**config.mk**
```make
export PLATFORM = sky130hd
export DESIGN_NAME = hazard_stall_ctrl
export DESIGN_NICKNAME = d
export VERILOG_FILES = /design/src/rtl/hazard_stall_ctrl.sv
export SDC_FILE = /design/constraint.sdc
export NUM_CORES = 1
export LEC_CHECK = 0
export CORE_ASPECT_RATIO = 2
export CORE_UTILIZATION = 52
export DETAILED_ROUTE_END_ITERATION = 8
export GPL_TIMING_DRIVEN = 0
export PLACE_DENSITY = 0.87
export REMOVE_ABC_BUFFERS = 1
export SYNTH_ARGS = -nofsm -noshare
export SYNTH_HDL_FRONTEND = slang
export SYNTH_SLANG_ARGS = --single-unit
```
**constraint.sdc**
```tcl
create_clock -name clk -period 2.82 [get_ports clk]
set_input_delay 0.282 -clock clk [delete_from_list [all_inputs] [get_ports clk]]
set_output_delay 0.282 -clock clk [all_outputs]
set_load 0.005 [all_outputs]
```
**src/rtl/hazard_stall_ctrl.sv**
```systemverilog
// Pipeline sequencing controller for the 5-stage MIPS core: Tuse/Tnew and MDU hazard
// detection, flush handling, MDU busy tracking and a saturating stall-cycle counter.
module hazard_stall_ctrl #(
    parameter int MULT_CYCLES = 5,
    parameter int DIV_CYCLES  = 10
) (
    input  logic        clk,
    input  logic        rst,
    input  logic [4:0]  rs_D,
    input  logic [4:0]  rt_D,
    input  logic [1:0]  rs_tuse_D,
    input  logic [1:0]  rt_tuse_D,
    input  logic [4:0]  wreg_E,
    input  logic [1:0]  tnew_E,
    input  logic [4:0]  wreg_M,
    input  logic [1:0]  tnew_M,
    input  logic        md_start_E,
    input  logic        md_is_div_E,
    input  logic        md_use_D,
    input  logic        flush_req,
    output logic        PC_En,
    output logic        PR_IF_ID_En,
    output logic        PR_IF_ID_Clr,
    output logic        PR_ID_EX_Clr,
    output logic        md_busy,
    output logic [31:0] stall_cnt
);

    typedef enum logic {IDLE, BUSY} md_state_t;

    localparam logic [3:0] MULT_LOAD = 4'(MULT_CYCLES);
    localparam logic [3:0] DIV_LOAD  = 4'(DIV_CYCLES);

    md_state_t  state, state_next;
    logic [3:0] md_cnt, md_cnt_next;
    logic       hz_rs, hz_rt, hz_md, stall;

    // A source stalls only if a producer's result is still further away than the consumer's need.
    function automatic logic src_hazard(input logic [4:0] src, input logic [1:0] tuse,
                                        input logic [4:0] we, input logic [1:0] te,
                                        input logic [4:0] wm, input logic [1:0] tm);
        return (tuse != 2'd3) && (src != 5'd0) &&
               (((src == we) && (te > tuse)) || ((src == wm) && (tm > tuse)));
    endfunction

    assign hz_rs   = src_hazard(rs_D, rs_tuse_D, wreg_E, tnew_E, wreg_M, tnew_M);
    assign hz_rt   = src_hazard(rt_D, rt_tuse_D, wreg_E, tnew_E, wreg_M, tnew_M);
    assign md_busy = (state == BUSY);
    assign hz_md   = md_use_D && (md_busy || md_start_E);
    assign stall   = (hz_rs || hz_rt || hz_md) && !flush_req;

    always_comb begin
        PC_En        = 1'b1;
        PR_IF_ID_En  = 1'b1;
        PR_IF_ID_Clr = 1'b0;
        PR_ID_EX_Clr = 1'b0;
        if (flush_req) begin
            PR_IF_ID_Clr = 1'b1;
            PR_ID_EX_Clr = 1'b1;
        end else if (stall) begin
            PC_En        = 1'b0;
            PR_IF_ID_En  = 1'b0;
            PR_ID_EX_Clr = 1'b1;
        end
    end

    // A new issue while still busy (only possible after a flush) restarts the window.
    always_comb begin
        state_next  = state;
        md_cnt_next = md_cnt;
        case (state)
            IDLE: begin
                if (md_start_E) begin
                    md_cnt_next = md_is_div_E ? DIV_LOAD : MULT_LOAD;
                    state_next  = BUSY;
                end
            end
            BUSY: begin
                if (md_start_E) begin
                    md_cnt_next = md_is_div_E ? DIV_LOAD : MULT_LOAD;
                end else begin
                    md_cnt_next = md_cnt - 4'd1;
                    if (md_cnt == 4'd1) begin
                        state_next = IDLE;
                    end
                end
            end
            default: begin
                state_next  = IDLE;
                md_cnt_next = 4'd0;
            end
        endcase
    end

    always_ff @(posedge clk or posedge rst) begin
        if (rst) begin
            state  <= IDLE;
            md_cnt <= 4'd0;
        end else begin
            state  <= state_next;
            md_cnt <= md_cnt_next;
        end
    end

    always_ff @(posedge clk or posedge rst) begin
        if (rst) begin
            stall_cnt <= 32'd0;
        end else if (stall && (stall_cnt != 32'hFFFF_FFFF)) begin
            stall_cnt <= stall_cnt + 32'd1;
        end
    end

endmodule

```
==> results of run 1 <==
==> area by class of cell <==
class                   count  area, um2
multi-input cells         182       1450
fillers                   321       1080
flip-flops and latches     37        926
repair buffers             74        762
clock buffers               6       72.6
well taps                  54       67.6
inverters                  15       56.3
clock inverters             2       10.0
==> repair_timing <==
item,in CTS,in global routing
hold buffers,0,0
gates resized for setup,7,4
pin swaps,7,6
gates cloned,1,0
endpoints found under the setup margin,35,19
setup buffers,2,1
==> cell usage in the layout, fill, tap and decap left out, types with 2 or more instances in the layout <==
cell type	instances
nand4_1	14
a21oi_1	2
nor3_1	5
nor2b_1	2
clkinv_2	2
ha_4	2
or3_1	2
dlygate4sd2_1	3
inv_1	14
nor2_1	4
ha_1	9
nand3_1	9
a31oi_4	2
xnor2_1	46
o221ai_2	2
clkdlybuf4s50_1	66
dfrtp_1	37
or4_1	2
clkbuf_8	5
xor2_1	8
nor4_1	2
and2_1	4
and3_1	10
buf_4	2
o21ai_0	4
nand2_1	20
nand3_2	10
and4_1	4
nor4_2	2
o21a_1	2
a2111oi_2	2
==> synth_stat cells, types with 2 or more instances <==
cell / count / area, um2
o21ai_0: 5 / 25.0
a2111oi_2: 2 / 30.0
nor3_1: 5 / 25.0
nor4_1: 3 / 18.8
nor2b_1: 2 / 12.5
and4_1: 4 / 35.0
buf_4: 2 / 15.0
nand4_1: 14 / 87.6
nand3_2: 9 / 90.1
and3_1: 10 / 62.6
or3_1: 2 / 12.5
xor2_1: 8 / 70.1
o221ai_2: 2 / 30.0
dfrtp_1: 37 / 926
inv_1: 15 / 56.3
xnor2_1: 46 / 403
ha_1: 11 / 138
nand3_1: 10 / 50.1
or4_1: 2 / 15.0
nor2_1: 4 / 15.0
nand2_1: 20 / 75.1
o21a_1: 2 / 15.0
and2_1: 4 / 25.0
a21oi_1: 2 / 10.0
buf_2: 2 / 10.0
buf_6: 3 / 33.8
==> state kept, by name, summed over array words and instances (netlist names) <==
signal / count
md_busy: 1
md_cnt: 4
stall_cnt: 32
==> kinds of logic after synthesis <==
| logic type | count (synthesis) | synth area share |
|---|---|---|
| xor gates and xnor gates | 54 | 0.194 |
| muxes | 2 | 0.00925 |
| buffers and inverters | 22 | 0.0473 |
| adders and majority gates | 11 | 0.0565 |
| AOI/OAI and AO/OA | 16 | 0.0606 |
| and+or+nand+nor | 98 | 0.252 |
| DFF | 37 | 0.380 |
==> worst paths after layout <==
path | start | end | slack [ns] | depth (start not counted)
worst min-delay path | rst | stall_cnt[24] | 0.40 | 2
max in group asynchronous | rst | stall_cnt[13] | 1.87 | 3
worst max-delay path | tnew_E[1] | PC_En | 0.05 | 9
worst min register to register | stall_cnt[30] | stall_cnt[30] | 0.51 | 1
worst max register to register | stall_cnt[11] | stall_cnt[1] | 0.25 | 6
min in group clk | stall_cnt[30] | stall_cnt[30] | 0.51 | 1
==> metrics by stage <==
| step | hold WS, ns | utilization | worst slack (ns) | setup TNS (ns) | instances |
|---|---|---|---|---|---|
| 4_1_cts | 0.433 | 0.748 | 0.00866 | 0 | 369 |
| 6_report | 0.405 | 0.756 | 0.0520 | 0 | 370 |
| 3_5_place_dp | 0.498 | 0.717 | -0.880 | -16.18 | 358 |
| 2_1_floorplan | 0.374 | - | 0.374 | 0 | 233 |
| 5_1_grt | 0.467 | 0.756 | -0.0455 | -0.0886 | 370 |
| 3_3_place_gp | 0.479 | 0.711 | -0.801 | -13.81 | 357 |
==> power breakdown <==
group          switching (mW)  leakage, nW  total (mW)  internal, mW
clock network           0.178       0.0450       0.349         0.171
registers              0.0655        0.493       0.648         0.582
logic                   0.156        0.749       0.377         0.221
==> routing by layer <==
layer,up-vias,global-route usage,wire length (um)
li1,996,-,-
met1,1017,0.276,2300
met2,90,0.512,3580
met3,15,0.0540,369
met4,0,0.0962,205
met5,-,0,0
==> key figures, run 1 <==
Run status
  • Status: completed

Timing
  • Final Critical Period: around 2.8 ns
  • Final hold vios: 0
  • Clk_skew: 0.00602 ns
  • Fmax: 0.361 GHz
  • Slew @ Worst Pin: 0.895 ns
  • Fin crit share: 0.982
  • Slew headroom: 0.397
  • Setup Viol. Count Final: 0
  • Max-slew violation count: 0

Power and ir drop
  • Worst vdd ir: 538 uV
  • PD cells: about 410 nW/um2
  • Tot Pwr: 1.37 mW
  • P_leak: around 1.3 nW

Route
  • Vias/cell: 5.72
  • DR vias: about 2,100
  • Routed Antenna Nets: 0
  • Initial DRT Pass Iterations: 4
  • Routed wire length: roughly 6.5 mm
  • Detailed-route DRC error count: 0
  • Wire per inst: ~17 um
  • 1st-iter DRT viols: 43

Setup path
  • Critical path class: in2out
  • CP top delay family: buffers and inverters
  • Worst Path Arrival: between 2 and 2.5 ns
  • Crit-path cells: clkdlybuf4s50_1 -> ha_4 -> nor2b_1 -> o21ai_1 -> a2111oi_2 -> o221ai_2 -> a31oi_4 -> inv_1 -> dlygate4sd2_1
  • Worst setup EP type: output pin
  • Slowest-stage cell, CP: clkdlybuf4s50_1
  • Crit path launch type: primary input
  • WP buf/inv: 3
  • CP Data Required Time: 2.54 ns
  • CP peak stage delay: 0.51 ns
  • Crit Path Max Fanout: 3

Clock tree
  • CTS sink cnt: 37
  • Clock latency at the later pin of the worst-skew pair: around 0.28 ns
  • # H-tree levels: 2
  • CTS Buffer Depth: 2
  • Clk slew on worst S/H paths: 0.07 ns
  • Num CTS Buffers: 5
  • CTS tree: done
  • Root buffer cell: clkbuf_8

Final layout
  • NumNets Final: 360
  • Area added between synthesis and finish: 37.4%
  • Layout cell share with drive strength beyond 1: 0.120
  • Diode count: 0
  • Design Area, Final: approximately 3300 um2

Global routing
  • Number of global-route vias before repair: roughly 2,200
  • First-pass GRT wire length: 10.1 mm
  • Largest net degree at the start of global routing: 23
  • Initial antenna violation count: 0
  • GR Util All Layers: 0.269
  • Total global routing overflow: 0

Logic synthesis
  • Post-synthesis sequential area ratio: 0.380
  • Number of synthesized register bits: 37
  • Count of cell types in the netlist: 40
  • Post-Syn Area: around 2400 um2
  • Mean Syn Cell Area: 10.1 um2
  • Syn Inst Count: 240
  • Syn. warnings: 0
  • Post-synth EDFFs: 0
  • Synth Flop Type: dfrtp_1
  • Asr flop ratio synth: 1.00

Floorplanning
  • Initial Utilization: 0.550
  • Core ar.: 4420 um2
  • IO Pins: between 70 and 80
  • Die width: between 50 and 60 um
  • Die H: a little under 100 um
  • Die ar.: 4980 um2
  • Std-Cell Rows: 34

Placement
  • Final HPWL DP: 4.64 mm
  • Placer congestion estimate: roughly 0.85
  • # port buffers: 70
  • DP Area: 3170 um2

Flow run
  • Max Cap Viol: 0

Worst hold path
  • Hold Crit Class: in2async
Power figures use the tool's default switching activity.
==> inputs of run 2 (changes only) <==
CTS_CLUSTER_DIAMETER = 150   (was not set)
==> results of run 2 <==
Final layout, timing and power as in run 1 (identical DEF).
==> inputs of run 3 (changes only) <==
CTS_CLUSTER_DIAMETER = 50   (was 150)
==> results of run 3 <==
Final layout, timing and power as in run 1 (identical DEF).
